File: config.mk
export PLATFORM = sky130hd
export DESIGN_NAME = multicycle_ctrl
export DESIGN_NICKNAME = d
export VERILOG_FILES = /design/src/rtl/multicycle_ctrl.sv
export SDC_FILE = /design/constraint.sdc
export NUM_CORES = 1
export LEC_CHECK = 0
export CORE_MARGIN = 2
export CORE_UTILIZATION = 45
export CTS_CLUSTER_DIAMETER = 120
export CTS_CLUSTER_SIZE = 12
export DETAILED_ROUTE_END_ITERATION = 6
export PLACE_DENSITY_LB_ADDON = 0.15
export RECOVER_POWER = 100
export SKIP_LAST_GASP = 1
export SLEW_MARGIN = 25
export SYNTH_ARGS = -nofsm -noshare
export SYNTH_HDL_FRONTEND = slang
export SYNTH_SLANG_ARGS = --single-unit
File: constraint.sdc
create_clock -name clk -period 2.36 [get_ports clk]
set_clock_uncertainty 0.2 [all_clocks]
set_input_delay 0.236 -clock clk [delete_from_list [all_inputs] [get_ports clk]]
set_output_delay 0.236 -clock clk [all_outputs]
set_load 0.05 [all_outputs]
File: src/rtl/multicycle_ctrl.sv
`default_nettype none
// ============================================================================
//  Module      : multicycle_ctrl
//  Description : Multicycle control sequencer for an RV32I core. Spreads each
//                instruction over 3-5 states, time-sharing the instruction
//                memory, ALU, register file and data memory. Both memories
//                may stretch their states through a req/ready handshake.
//                Also keeps a retired-instruction counter and a sticky trap
//                flag raised by unsupported opcodes.
//  Revision    : 1.0 - initial release
// ============================================================================
module multicycle_ctrl (
    input  logic        clk,
    input  logic        rst,
    input  logic        run,
    input  logic [6:0]  opcode,
    input  logic        zero,
    input  logic        imem_ready,
    input  logic        dmem_ready,
    output logic        imem_req,
    output logic        dmem_req,
    output logic        dmem_we,
    output logic        ir_write,
    output logic        oldpc_write,
    output logic        pc_write,
    output logic        pc_src,
    output logic        ab_write,
    output logic        alu_src_a,
    output logic        alu_src_b,
    output logic [1:0]  alu_op,
    output logic        aluout_write,
    output logic        mdr_write,
    output logic        reg_write,
    output logic        mem_to_reg,
    output logic        retire,
    output logic [31:0] instret,
    output logic        halted
);

    // ------------------------------------------------------------------------
    // Supported opcodes (instr[6:0])
    // ------------------------------------------------------------------------
    localparam logic [6:0] OP_R      = 7'b0110011;
    localparam logic [6:0] OP_I      = 7'b0010011;
    localparam logic [6:0] OP_LOAD   = 7'b0000011;
    localparam logic [6:0] OP_STORE  = 7'b0100011;
    localparam logic [6:0] OP_BRANCH = 7'b1100011;

    // ALU_Ctrl operation selects
    localparam logic [1:0] ALU_ADD   = 2'b00;
    localparam logic [1:0] ALU_SUB   = 2'b01;
    localparam logic [1:0] ALU_RFN   = 2'b10;
    localparam logic [1:0] ALU_IFN   = 2'b11;

    // ------------------------------------------------------------------------
    // State encoding
    // ------------------------------------------------------------------------
    localparam logic [3:0] S_IDLE     = 4'd0;
    localparam logic [3:0] S_FETCH    = 4'd1;
    localparam logic [3:0] S_DECODE   = 4'd2;
    localparam logic [3:0] S_MEM_ADDR = 4'd3;
    localparam logic [3:0] S_MEM_RD   = 4'd4;
    localparam logic [3:0] S_MEM_WR   = 4'd5;
    localparam logic [3:0] S_WB_MEM   = 4'd6;
    localparam logic [3:0] S_EXEC_R   = 4'd7;
    localparam logic [3:0] S_EXEC_I   = 4'd8;
    localparam logic [3:0] S_WB_ALU   = 4'd9;
    localparam logic [3:0] S_BRANCH   = 4'd10;
    localparam logic [3:0] S_TRAP     = 4'd11;

    logic [3:0]  state_q;
    logic [3:0]  state_d;
    logic [31:0] instret_q;
    logic [31:0] instret_d;
    logic        halted_q;
    logic        halted_d;

    // Retire qualifier shared by next-state, counter and output logic
    logic        retire_w;

    // Instruction completes in this cycle: write-back states, the branch
    // state, or a store whose data access is acknowledged.
    always_comb begin
        retire_w = 1'b0;
        case (state_q)
            S_WB_MEM, S_WB_ALU, S_BRANCH: retire_w = 1'b1;
            S_MEM_WR:                     retire_w = dmem_ready;
            default:                      retire_w = 1'b0;
        endcase
    end

    // Next-state selection; run is only consulted in IDLE and at retirement
    always_comb begin
        state_d = state_q;
        case (state_q)
            S_IDLE: begin
                if (run) begin
                    state_d = S_FETCH;
                end
            end
            S_FETCH: begin
                if (imem_ready) begin
                    state_d = S_DECODE;
                end
            end
            S_DECODE: begin
                case (opcode)
                    OP_LOAD,
                    OP_STORE:  state_d = S_MEM_ADDR;
                    OP_R:      state_d = S_EXEC_R;
                    OP_I:      state_d = S_EXEC_I;
                    OP_BRANCH: state_d = S_BRANCH;
                    default:   state_d = S_TRAP;
                endcase
            end
            S_MEM_ADDR: begin
                // Only loads and stores reach this state
                state_d = (opcode == OP_LOAD) ? S_MEM_RD : S_MEM_WR;
            end
            S_MEM_RD: begin
                if (dmem_ready) begin
                    state_d = S_WB_MEM;
                end
            end
            S_MEM_WR: begin
                if (dmem_ready) begin
                    state_d = run ? S_FETCH : S_IDLE;
                end
            end
            S_EXEC_R,
            S_EXEC_I: begin
                state_d = S_WB_ALU;
            end
            S_WB_MEM,
            S_WB_ALU,
            S_BRANCH: begin
                state_d = run ? S_FETCH : S_IDLE;
            end
            S_TRAP: begin
                // Only reset leaves the trap state
                state_d = S_TRAP;
            end
            default: begin
                // Unused encodings fall back to a safe idle
                state_d = S_IDLE;
            end
        endcase
    end

    // Counter advances on every retirement and wraps naturally at 2^32;
    // the trap flag latches once the sequencer enters TRAP.
    always_comb begin
        instret_d = retire_w ? (instret_q + 32'd1) : instret_q;
        halted_d  = halted_q | (state_d == S_TRAP);
    end

    // State, counter and trap flag registers with synchronous reset
    always_ff @(posedge clk) begin
        if (rst) begin
            state_q   <= S_IDLE;
            instret_q <= 32'd0;
            halted_q  <= 1'b0;
        end else begin
            state_q   <= state_d;
            instret_q <= instret_d;
            halted_q  <= halted_d;
        end
    end

    // Control decode from state plus per-state ready/zero qualifiers
    always_comb begin
        imem_req     = 1'b0;
        dmem_req     = 1'b0;
        dmem_we      = 1'b0;
        ir_write     = 1'b0;
        oldpc_write  = 1'b0;
        pc_write     = 1'b0;
        pc_src       = 1'b0;
        ab_write     = 1'b0;
        alu_src_a    = 1'b0;
        alu_src_b    = 1'b0;
        alu_op       = ALU_ADD;
        aluout_write = 1'b0;
        mdr_write    = 1'b0;
        reg_write    = 1'b0;
        mem_to_reg   = 1'b0;
        case (state_q)
            S_FETCH: begin
                // Request held until the word arrives; PC advances by 4
                imem_req    = 1'b1;
                ir_write    = imem_ready;
                oldpc_write = imem_ready;
                pc_write    = imem_ready;
                pc_src      = 1'b0;
            end
            S_DECODE: begin
                // Read operands and precompute OldPC + imm as branch target
                ab_write     = 1'b1;
                alu_src_a    = 1'b1;
                alu_src_b    = 1'b1;
                alu_op       = ALU_ADD;
                aluout_write = 1'b1;
            end
            S_MEM_ADDR: begin
                // Effective address A + imm
                alu_src_b    = 1'b1;
                alu_op       = ALU_ADD;
                aluout_write = 1'b1;
            end
            S_MEM_RD: begin
                dmem_req  = 1'b1;
                dmem_we   = 1'b0;
                mdr_write = dmem_ready;
            end
            S_MEM_WR: begin
                // ALUOut holds the address throughout the wait
                dmem_req = 1'b1;
                dmem_we  = 1'b1;
            end
            S_WB_MEM: begin
                reg_write  = 1'b1;
                mem_to_reg = 1'b1;
            end
            S_EXEC_R: begin
                alu_op       = ALU_RFN;
                aluout_write = 1'b1;
            end
            S_EXEC_I: begin
                alu_src_b    = 1'b1;
                alu_op       = ALU_IFN;
                aluout_write = 1'b1;
            end
            S_WB_ALU: begin
                reg_write  = 1'b1;
                mem_to_reg = 1'b0;
            end
            S_BRANCH: begin
                // BEQ: compare A - B, take ALUOut target when equal
                alu_op   = ALU_SUB;
                pc_src   = 1'b1;
                pc_write = zero;
            end
            default: begin
                // IDLE and TRAP drive no control
            end
        endcase
    end

    assign retire  = retire_w;
    assign instret = instret_q;
    assign halted  = halted_q;

endmodule
`default_nettype wire

==> results of run 1 <==
[worst max-delay path, stage by stage, from the launching register on]
cell	delay [ns]
dfxtp_1	0.32
nand2b_1	0.19
clkbuf_1	0.21
nor3_1	0.23
clkbuf_1	0.25
clkbuf_2	0.32
[layout by cell type, fill, tap and decap left out, drive strengths merged, types with 6 or more instances in the layout]
master         instances
buf                   19
dfxtp                 37
clkdlybuf4s50         12
nand2                 12
o21ai                 15
or3                    6
nor2                  41
dlygate4sd3           33
xor2                  21
nand2b                 8
o2111ai               10
nor3                  10
a21oi                 13
o211ai                 8
clkbuf                21
[through the flow]
stage	util	setup TNS, ns
floorplan	-	-0.0371
global placement	0.648	-0.0883
detailed placement	0.648	-0.269
CTS	0.665	0
global route	0.630	0
finish	0.630	0
[worst paths after layout]
path | start | slack, ns | to
max | state_q[0]$_SDFF_PP0_ | 0.12 | ab_write
min | halted$_SDFF_PP0_ | 0.26 | halted$_SDFF_PP0_
max reg2reg | instret[15]$_SDFFE_PP0P_ | 0.20 | instret[31]$_SDFFE_PP0P_
min reg2reg | halted$_SDFF_PP0_ | 0.26 | halted$_SDFF_PP0_
[registers in the layout, summed over array words and instances, names as in the netlist]
name / count
halted: 1
instret: 32
state_q: 4
[routing by layer]
metal  wire length (µm)  track usage  vias to the layer above
met4                 55       0.0720                        0
met2               2520        0.337                       33
met3                158       0.0401                        6
li1                   -            -                     1068
met5                  0            0                        -
met1               2530        0.281                      998
[logic make-up after synthesis]
group	Yosys count
fa+ha+maj	1
xor+xnor	24
compound gates	64
buf+inv	25
simple gates	109
mux	1
flops	37
[final cells by class]
| class | instances | share of cell area |
|---|---|---|
| Clock inverter | 1 | 0.00298 |
| Sequential cell | 37 | 0.255 |
| Timing Repair Buffer | 81 | 0.251 |
| Tap cell | 54 | 0.0230 |
| Multi-Input combinational cell | 199 | 0.437 |
| Clock buffer | 6 | 0.0247 |
| Inverter | 5 | 0.00639 |
[power breakdown]
part           internal (mW)  leakage (nW)  switching [mW]
clock network          0.204        0.0412           0.220
logic                  0.149         0.851           0.245
registers              0.635         0.302         0.00883
==> run summary, run 1 <==
status: finished clean
min cycle time layout: 2.24 ns
Total GRT Usage: 0.209
top cell type by total area after synthesis: dfxtp_1
Final WS setup: 0.118 ns
DRT Pass-1 Iters: 4
Hold WC Path Type: reg -> reg
Mapped Cells: 261
TritonCTS Sinks: 37
mux share of post-synthesis cell area: 0.00469
number of flops mapped to enable cells by yosys: 0
layout cells sized above 1: 0.158
crit path launch type: flop
Seq/Total Area, Yosys: 0.347
Die Ht: 72.9 µm
Worst Hold Depth: 2
die area: 5310 µm²
antenna violations before repair: 0
Inserted Diodes: 0
syn nets: 275
Total Nets Final: 343
Vias: 2105
vias in the first global route: 1982
top cell type's share of synthesized area: 0.347
Setup Viol. Count Final: 0
most common cell in the netlist: nor2_1
hold buffer count at cts: 0
number of synthesized register bits: 37
Tcrit/Tclk final: 0.950
Hold WS: 0.259 ns
relative slew slack: 0.586
Reg2Reg Depth: 5
predominant post-synthesis flop cell: dfxtp_1
detailed placer's ending HPWL: 3800 µm
Fin. Hold Viols: 0
multi-input logic area: 1280 µm²
Crit Path Category: reg -> out
root buffer cell: clkbuf_8
Leak Pwr: 1.19 nW
total CTS buffers: 5
P per Cell Area: 498 nW/µm²
post-synthesis xor/xnor area fraction: 0.0984
largest net degree at the start of global routing: 38
Compound-Gate Fraction of Synth Area: 0.211
postcts setup bufs: 0
Placed Cells: 376
Avg Vias per Cell: 5.50
core area: 4660 µm²
CP Max Fanout: 6
Final GP Congestion: 0.835
Max Clk Rate: 0.446 GHz
H-Tree Depth: 2
average wire per standard cell: 13.7 µm
max-slew violation count: 0
Die X: 72.9 µm
adder-cell share of the synthesized area: 0.00586
dpl cell area: 3020 µm²
RSZ-0062 raised after global routing: false
CP Data Required Time: 1.92 ns
GRT overflow: 0
I/O pin count: 63
Critical Path Sink Type: output pin
largest family of logic cells by synthesized area: simple AND/OR/NAND/NOR gates
maximum vdd drop: 0.331 mV
CTS tree: yes
Post-Layout Cell Count: 383
Register Area: 749 µm²
Post-Syn Area: 2140 µm²
worst skew pair latency: 0.29 ns
Clock Tree Buf Depth: 2
number of fill cells: 437
async set-reset flop share out of synthesis: 0
Warnings, synthesis: 0
# resized after CTS: 0
top cells by count, synth: nor2_1 (41), dfxtp_1 (37), xor2_1 (21)
Avg Synthesized Cell Area: 8.18 µm²
Setup WS pre-CTS: -0.0943 ns
drt first-iter violations: 103
area grow syn2layout: 37.5%
post-route cell area: 2940 µm²
I/O Buffers: 62
Max Cap Viol: 0
global-route wire length before repair: 8860 µm
Distinct cells, synth: 50
Initial Util: 0.458
simple-gate share of the synthesized area: 0.275
worst-margin pin slew: 0.623 ns
antenna viol nets, final: 0
Critical Path AT: 1.81 ns
# rows: 25
Clock Pin Slew Worst Setup and Hold Paths: 0.06 ns
Area contributors post-synth: dfxtp_1 (35%), xor2_1 (8.6%), nor2_1 (7.2%)
Total Power: 1.46 mW
DRT Wirelength: 5270 µm
DRC viols: 0
No activity file was read; power rests on OpenSTA's default activity.
==> inputs of run 2 (changes only) <==
CORE_UTILIZATION = 47   (was 45)
==> run summary, run 2 (synthesized netlist as in run 1, its figures left out) <==
status: finished clean
Leak Pwr: 1.24 nW
# resized after CTS: 0
dpl cell area: 3010 µm²
detailed placer's ending HPWL: 3830 µm
Total Power: 1.49 mW
I/O pin count: 63
Die X: 71.4 µm
Hold WC Path Type: reg -> reg
die area: 5100 µm²
max reg flops: 32
area grow syn2layout: 40.1%
average wire per standard cell: 14.0 µm
max-slew violation count: 0
CP Data Required Time: 1.92 ns
Setup WS pre-CTS: -0.0145 ns
Inserted Diodes: 0
total CTS buffers: 5
global-route wire length before repair: 8760 µm
most common cell after layout, fill and taps aside: nor2_1
H-Tree Depth: 2
min cycle time layout: 2.24 ns
Worst R2R Setup Slack: 0.16 ns
CTS tree: yes
relative slew slack: 0.598
Total Nets Final: 340
post-route cell area: 2990 µm²
layout cells sized above 1: 0.144
worst-margin pin slew: 0.606 ns
GRT overflow: 0
RSZ-0062 raised after global routing: false
commonest cells after routing, fill and taps aside: nor2_1 (41), dlygate4sd3_1 (35), dfxtp_1 (29), xor2_1 (21), o21ai_0 (15)
worst skew pair latency: 0.29 ns
Setup Viol. Count Final: 0
Vias: 2106
Total GRT Usage: 0.213
antenna violations before repair: 0
core area: 4350 µm²
Clock Pin Slew Worst Setup and Hold Paths: 0.07 ns
Critical Path AT: 1.80 ns
DRT Wirelength: 5300 µm
Register Area: 751 µm²
# rows: 24
Final WS setup: 0.122 ns
root buffer cell: clkbuf_8
DRC viols: 0
I/O Buffers: 62
Die Ht: 71.4 µm
Fin Setup TNS: 0 ns
Max Clk Rate: 0.447 GHz
hold buffer count at cts: 0
DRT Pass-1 Iters: 4
TritonCTS Sinks: 37
Crit Path Category: reg -> out
multi-input logic area: 1270 µm²
crit path launch type: flop
CP Max Fanout: 8
postcts setup bufs: 0
P per Cell Area: 499 nW/µm²
Initial Util: 0.491
largest net degree at the start of global routing: 38
maximum vdd drop: 0.320 mV
Clock Tree Buf Depth: 2
number of fill cells: 357
Final GP Congestion: 0.844
Critical Path Sink Type: output pin
drt first-iter violations: 234
Max Cap Viol: 0
antenna viol nets, final: 0
Tcrit/Tclk final: 0.948
vias in the first global route: 1888
Fin. Hold Viols: 0
Avg Vias per Cell: 5.57
run 2: cell types whose count changed in the layout (fill, tap and decap cells not counted), moves of 2 or more:
| cell | previous run | this run |
|---|---|---|
| buf_12 | 4 | 9 |
| buf_4 | 15 | 11 |
| dlygate4sd3_1 | 33 | 35 |
| clkdlybuf4s50_1 | 12 | 10 |
| dlymetal6s2s_1 | 1 | 3 |
| clkbuf_2 | 8 | 1 |
run 2: final timing paths:
check	start	end	cells past startpoint
max reg2reg	instret[11]$_SDFFE_PP0P_	instret[25]$_SDFFE_PP0P_	6
max	state_q[0]$_SDFF_PP0_	pc_write	6
min reg2reg	halted$_SDFF_PP0_	halted$_SDFF_PP0_	2
min	halted$_SDFF_PP0_	halted$_SDFF_PP0_	2
run 2: per-layer routing:
layer  GRT usage  share of wire  up-vias
li1            -              -     1054
met1       0.297           0.47      980
met2       0.335           0.47       66
met3      0.0422          0.057        6
met4      0.0650         0.0083        0
met5           0              0        -
run 2: through the flow:
step | utilization | hold slack [ns] | instances
4_1_cts | 0.710 | 0.268 | 378
2_1_floorplan | - | 0.207 | 261
3_3_place_gp | 0.691 | 0.249 | 371
6_report | 0.687 | 0.262 | 378
3_5_place_dp | 0.691 | 0.255 | 371
5_1_grt | 0.687 | 0.317 | 378
run 2: critical path, cell delays in order, from the launching register on:
cell and delay, ns:
dfxtp_2 0.40, nand2b_1 0.15, buf_2 0.19, nor3_2 0.21
and2_2 0.26, a21o_1 0.15, buf_12 0.14
run 2: final cells by class:
cell class,instances,share of cell area
Multi-Input combinational cell,199,0.424
Timing Repair Buffer,78,0.268
Sequential cell,37,0.251
Clock buffer,7,0.0288
Tap cell,52,0.0217
Inverter,5,0.00627
run 2: power breakdown:
group          switching (mW)  total [mW]  internal (mW)
Sequential             0.0138       0.650          0.636
Clock                   0.216       0.448          0.232
Combinational           0.239       0.397          0.159
Total                   0.469        1.49           1.03
==> inputs of run 3 (changes only) <==
CORE_UTILIZATION = 49   (was 47)
CTS_BUF_LIST = sky130_fd_sc_hd__clkbuf_4   (was default)
==> run summary, run 3 (synthesized netlist as in run 1, its figures left out) <==
Leak Pwr: 1.21 nW
Placed Cells: 377
Max Cap Viol: 0
Critical Path AT: 1.82 ns
hold buffer count at cts: 0
metal1 wirelength: 2520 µm
clock share of power: 0.295
root buffer cell: clkbuf_4
Total GRT Usage: 0.217
Die Ht: 70.0 µm
Clock Tree Buf Depth: 2
drt first-iter violations: 129
CTS tree: yes
largest net degree at the start of global routing: 38
H-Tree Depth: 2
Crit path top cell by count: nor2_1
# rows: 24
dpl cell area: 3040 µm²
antenna violations before repair: 0
global-route wire length before repair: 8710 µm
postcts setup bufs: 0
Net Sw Frac: 0.311
RSZ-0062 raised after global routing: false
I/O Buffers: 62
most common cell after layout, fill and taps aside: nor2_1
Inserted Diodes: 0
Fin. Hold Viols: 0
crit path launch type: flop
CP Max Fanout: 4
core area: 4260 µm²
Avg Vias per Cell: 5.58
vias in the first global route: 1926
CP cell instances: xnor2_1 > clkbuf_1 > nor2_1 > nor2_1 > inv_1 > buf_4
worst skew pair latency: 0.34 ns
Max Clk Rate: 0.442 GHz
Worst path top cell family by delay: buffers and inverters
DRT Pass-1 Iters: 4
CP Launch Point: state_q[2]$_SDFF_PP0_
Final WS setup: 0.0999 ns
Initial Util: 0.501
Psw: 0.464 mW
DRT Wirelength: 5420 µm
I/O pin count: 63
P per Cell Area: 502 nW/µm²
antenna viol nets, final: 0
layout cells sized above 1: 0.168
Seq pwr share: 0.432
worst-margin pin slew: 0.621 ns
Tcrit/Tclk final: 0.958
CP Data Required Time: 1.92 ns
Total Power: 1.49 mW
utilization after layout: 0.698
# resized after CTS: 0
die area: 4900 µm²
internal power: 1.03 mW
Hold WS: 0.264 ns
TritonCTS Sinks: 37
Comb pwr share: 0.273
met2 wire length: 2540 µm
GRT overflow: 0
DRC viols: 0
Final GP Congestion: 0.831
min-delay src: halted$_SDFF_PP0_
max-slew violation count: 0
number of fill cells: 356
Clock Pin Slew Worst Setup and Hold Paths: 0.11 ns
relative slew slack: 0.588
Setup Viol. Count Final: 0
area grow syn2layout: 39.4%
max reg flops: 32
post-route cell area: 2980 µm²
Top Layer Used: met4
reg2reg start: instret[4]$_SDFFE_PP0P_
Total Nets Final: 346
slowest stage delay, CP: 0.38 ns
maximum vdd drop: 0.271 mV
min cycle time layout: 2.26 ns
Post-Layout Cell Count: 385
detailed placer's ending HPWL: 3860 µm
Vias: 2147
Crit Path Category: reg -> out
Setup WS pre-CTS: -0.145 ns
Fin Setup TNS: 0 ns
Die X: 70.0 µm
slowest CP cell: dfxtp_1
routed wl met3: 275 µm
total CTS buffers: 5
Critical path buffers and inverters: 3
commonest cells after routing, fill and taps aside: nor2_1 (41), dlygate4sd3_1 (33), dfxtp_1 (30), xor2_1 (21), buf_4 (19)
Hold WC Path Type: reg -> reg
Critical Path Sink Type: output pin
average wire per standard cell: 14.1 µm
status: finished clean
-- run 3: changes by cell type in the layout (fill, tap and decap cells not counted), moves of 2 or more --
cell / change
buf_4: +8
dlygate4sd3_1: -2
dlymetal6s2s_1: -3
buf_12: -2
clkbuf_4: +5
clkbuf_8: -6
clkbuf_2: +5
clkdlybuf4s50_1: +2
-- run 3: final cells by class --
type	count	area (µm²)	area share
Tap cell	52	65.1	0.0219
Timing Repair Buffer	84	790	0.265
Clock buffer	6	45.0	0.0151
Sequential cell	37	749	0.252
Clock inverter	2	33.8	0.0113
Multi-Input combinational cell	199	1270	0.428
Inverter	5	18.8	0.00631
-- run 3: final timing paths --
check | to | slack [ns] | cells after the start
worst max-delay path | retire | 0.1 | 6
worst max register to register | instret[28]$_SDFFE_PP0P_ | 0.23 | 6
worst min register to register | halted$_SDFF_PP0_ | 0.26 | 2
worst min-delay path | halted$_SDFF_PP0_ | 0.26 | 2
-- run 3: per-layer routing --
layer	global-route usage	up-vias
met1	0.273	1007
met3	0.0505	9
met4	0.0855	0
met5	0	-
met2	0.358	57
li1	-	1074
-- run 3: worst min-delay path: cells and delay by family (launching register included) --
| family | cells | cell delay (ns) |
|---|---|---|
| flops | 1 | 0.32 |
| compound gates | 1 | 0.06 |
| buf+inv | 1 | 0.05 |
-- run 3: power by group through the flow --
| stage | registers (mW) | logic [mW] | clock network [mW] |
|---|---|---|---|
| finish | 0.645 | 0.408 | 0.440 |
| detailed placement | 0.659 | 0.440 | 0 |
| CTS | 0.645 | 0.442 | 0.448 |
| floorplan | 0.667 | 0.251 | 0 |
| global placement | 0.658 | 0.436 | 0 |
| global route | 0.647 | 0.433 | 0.473 |
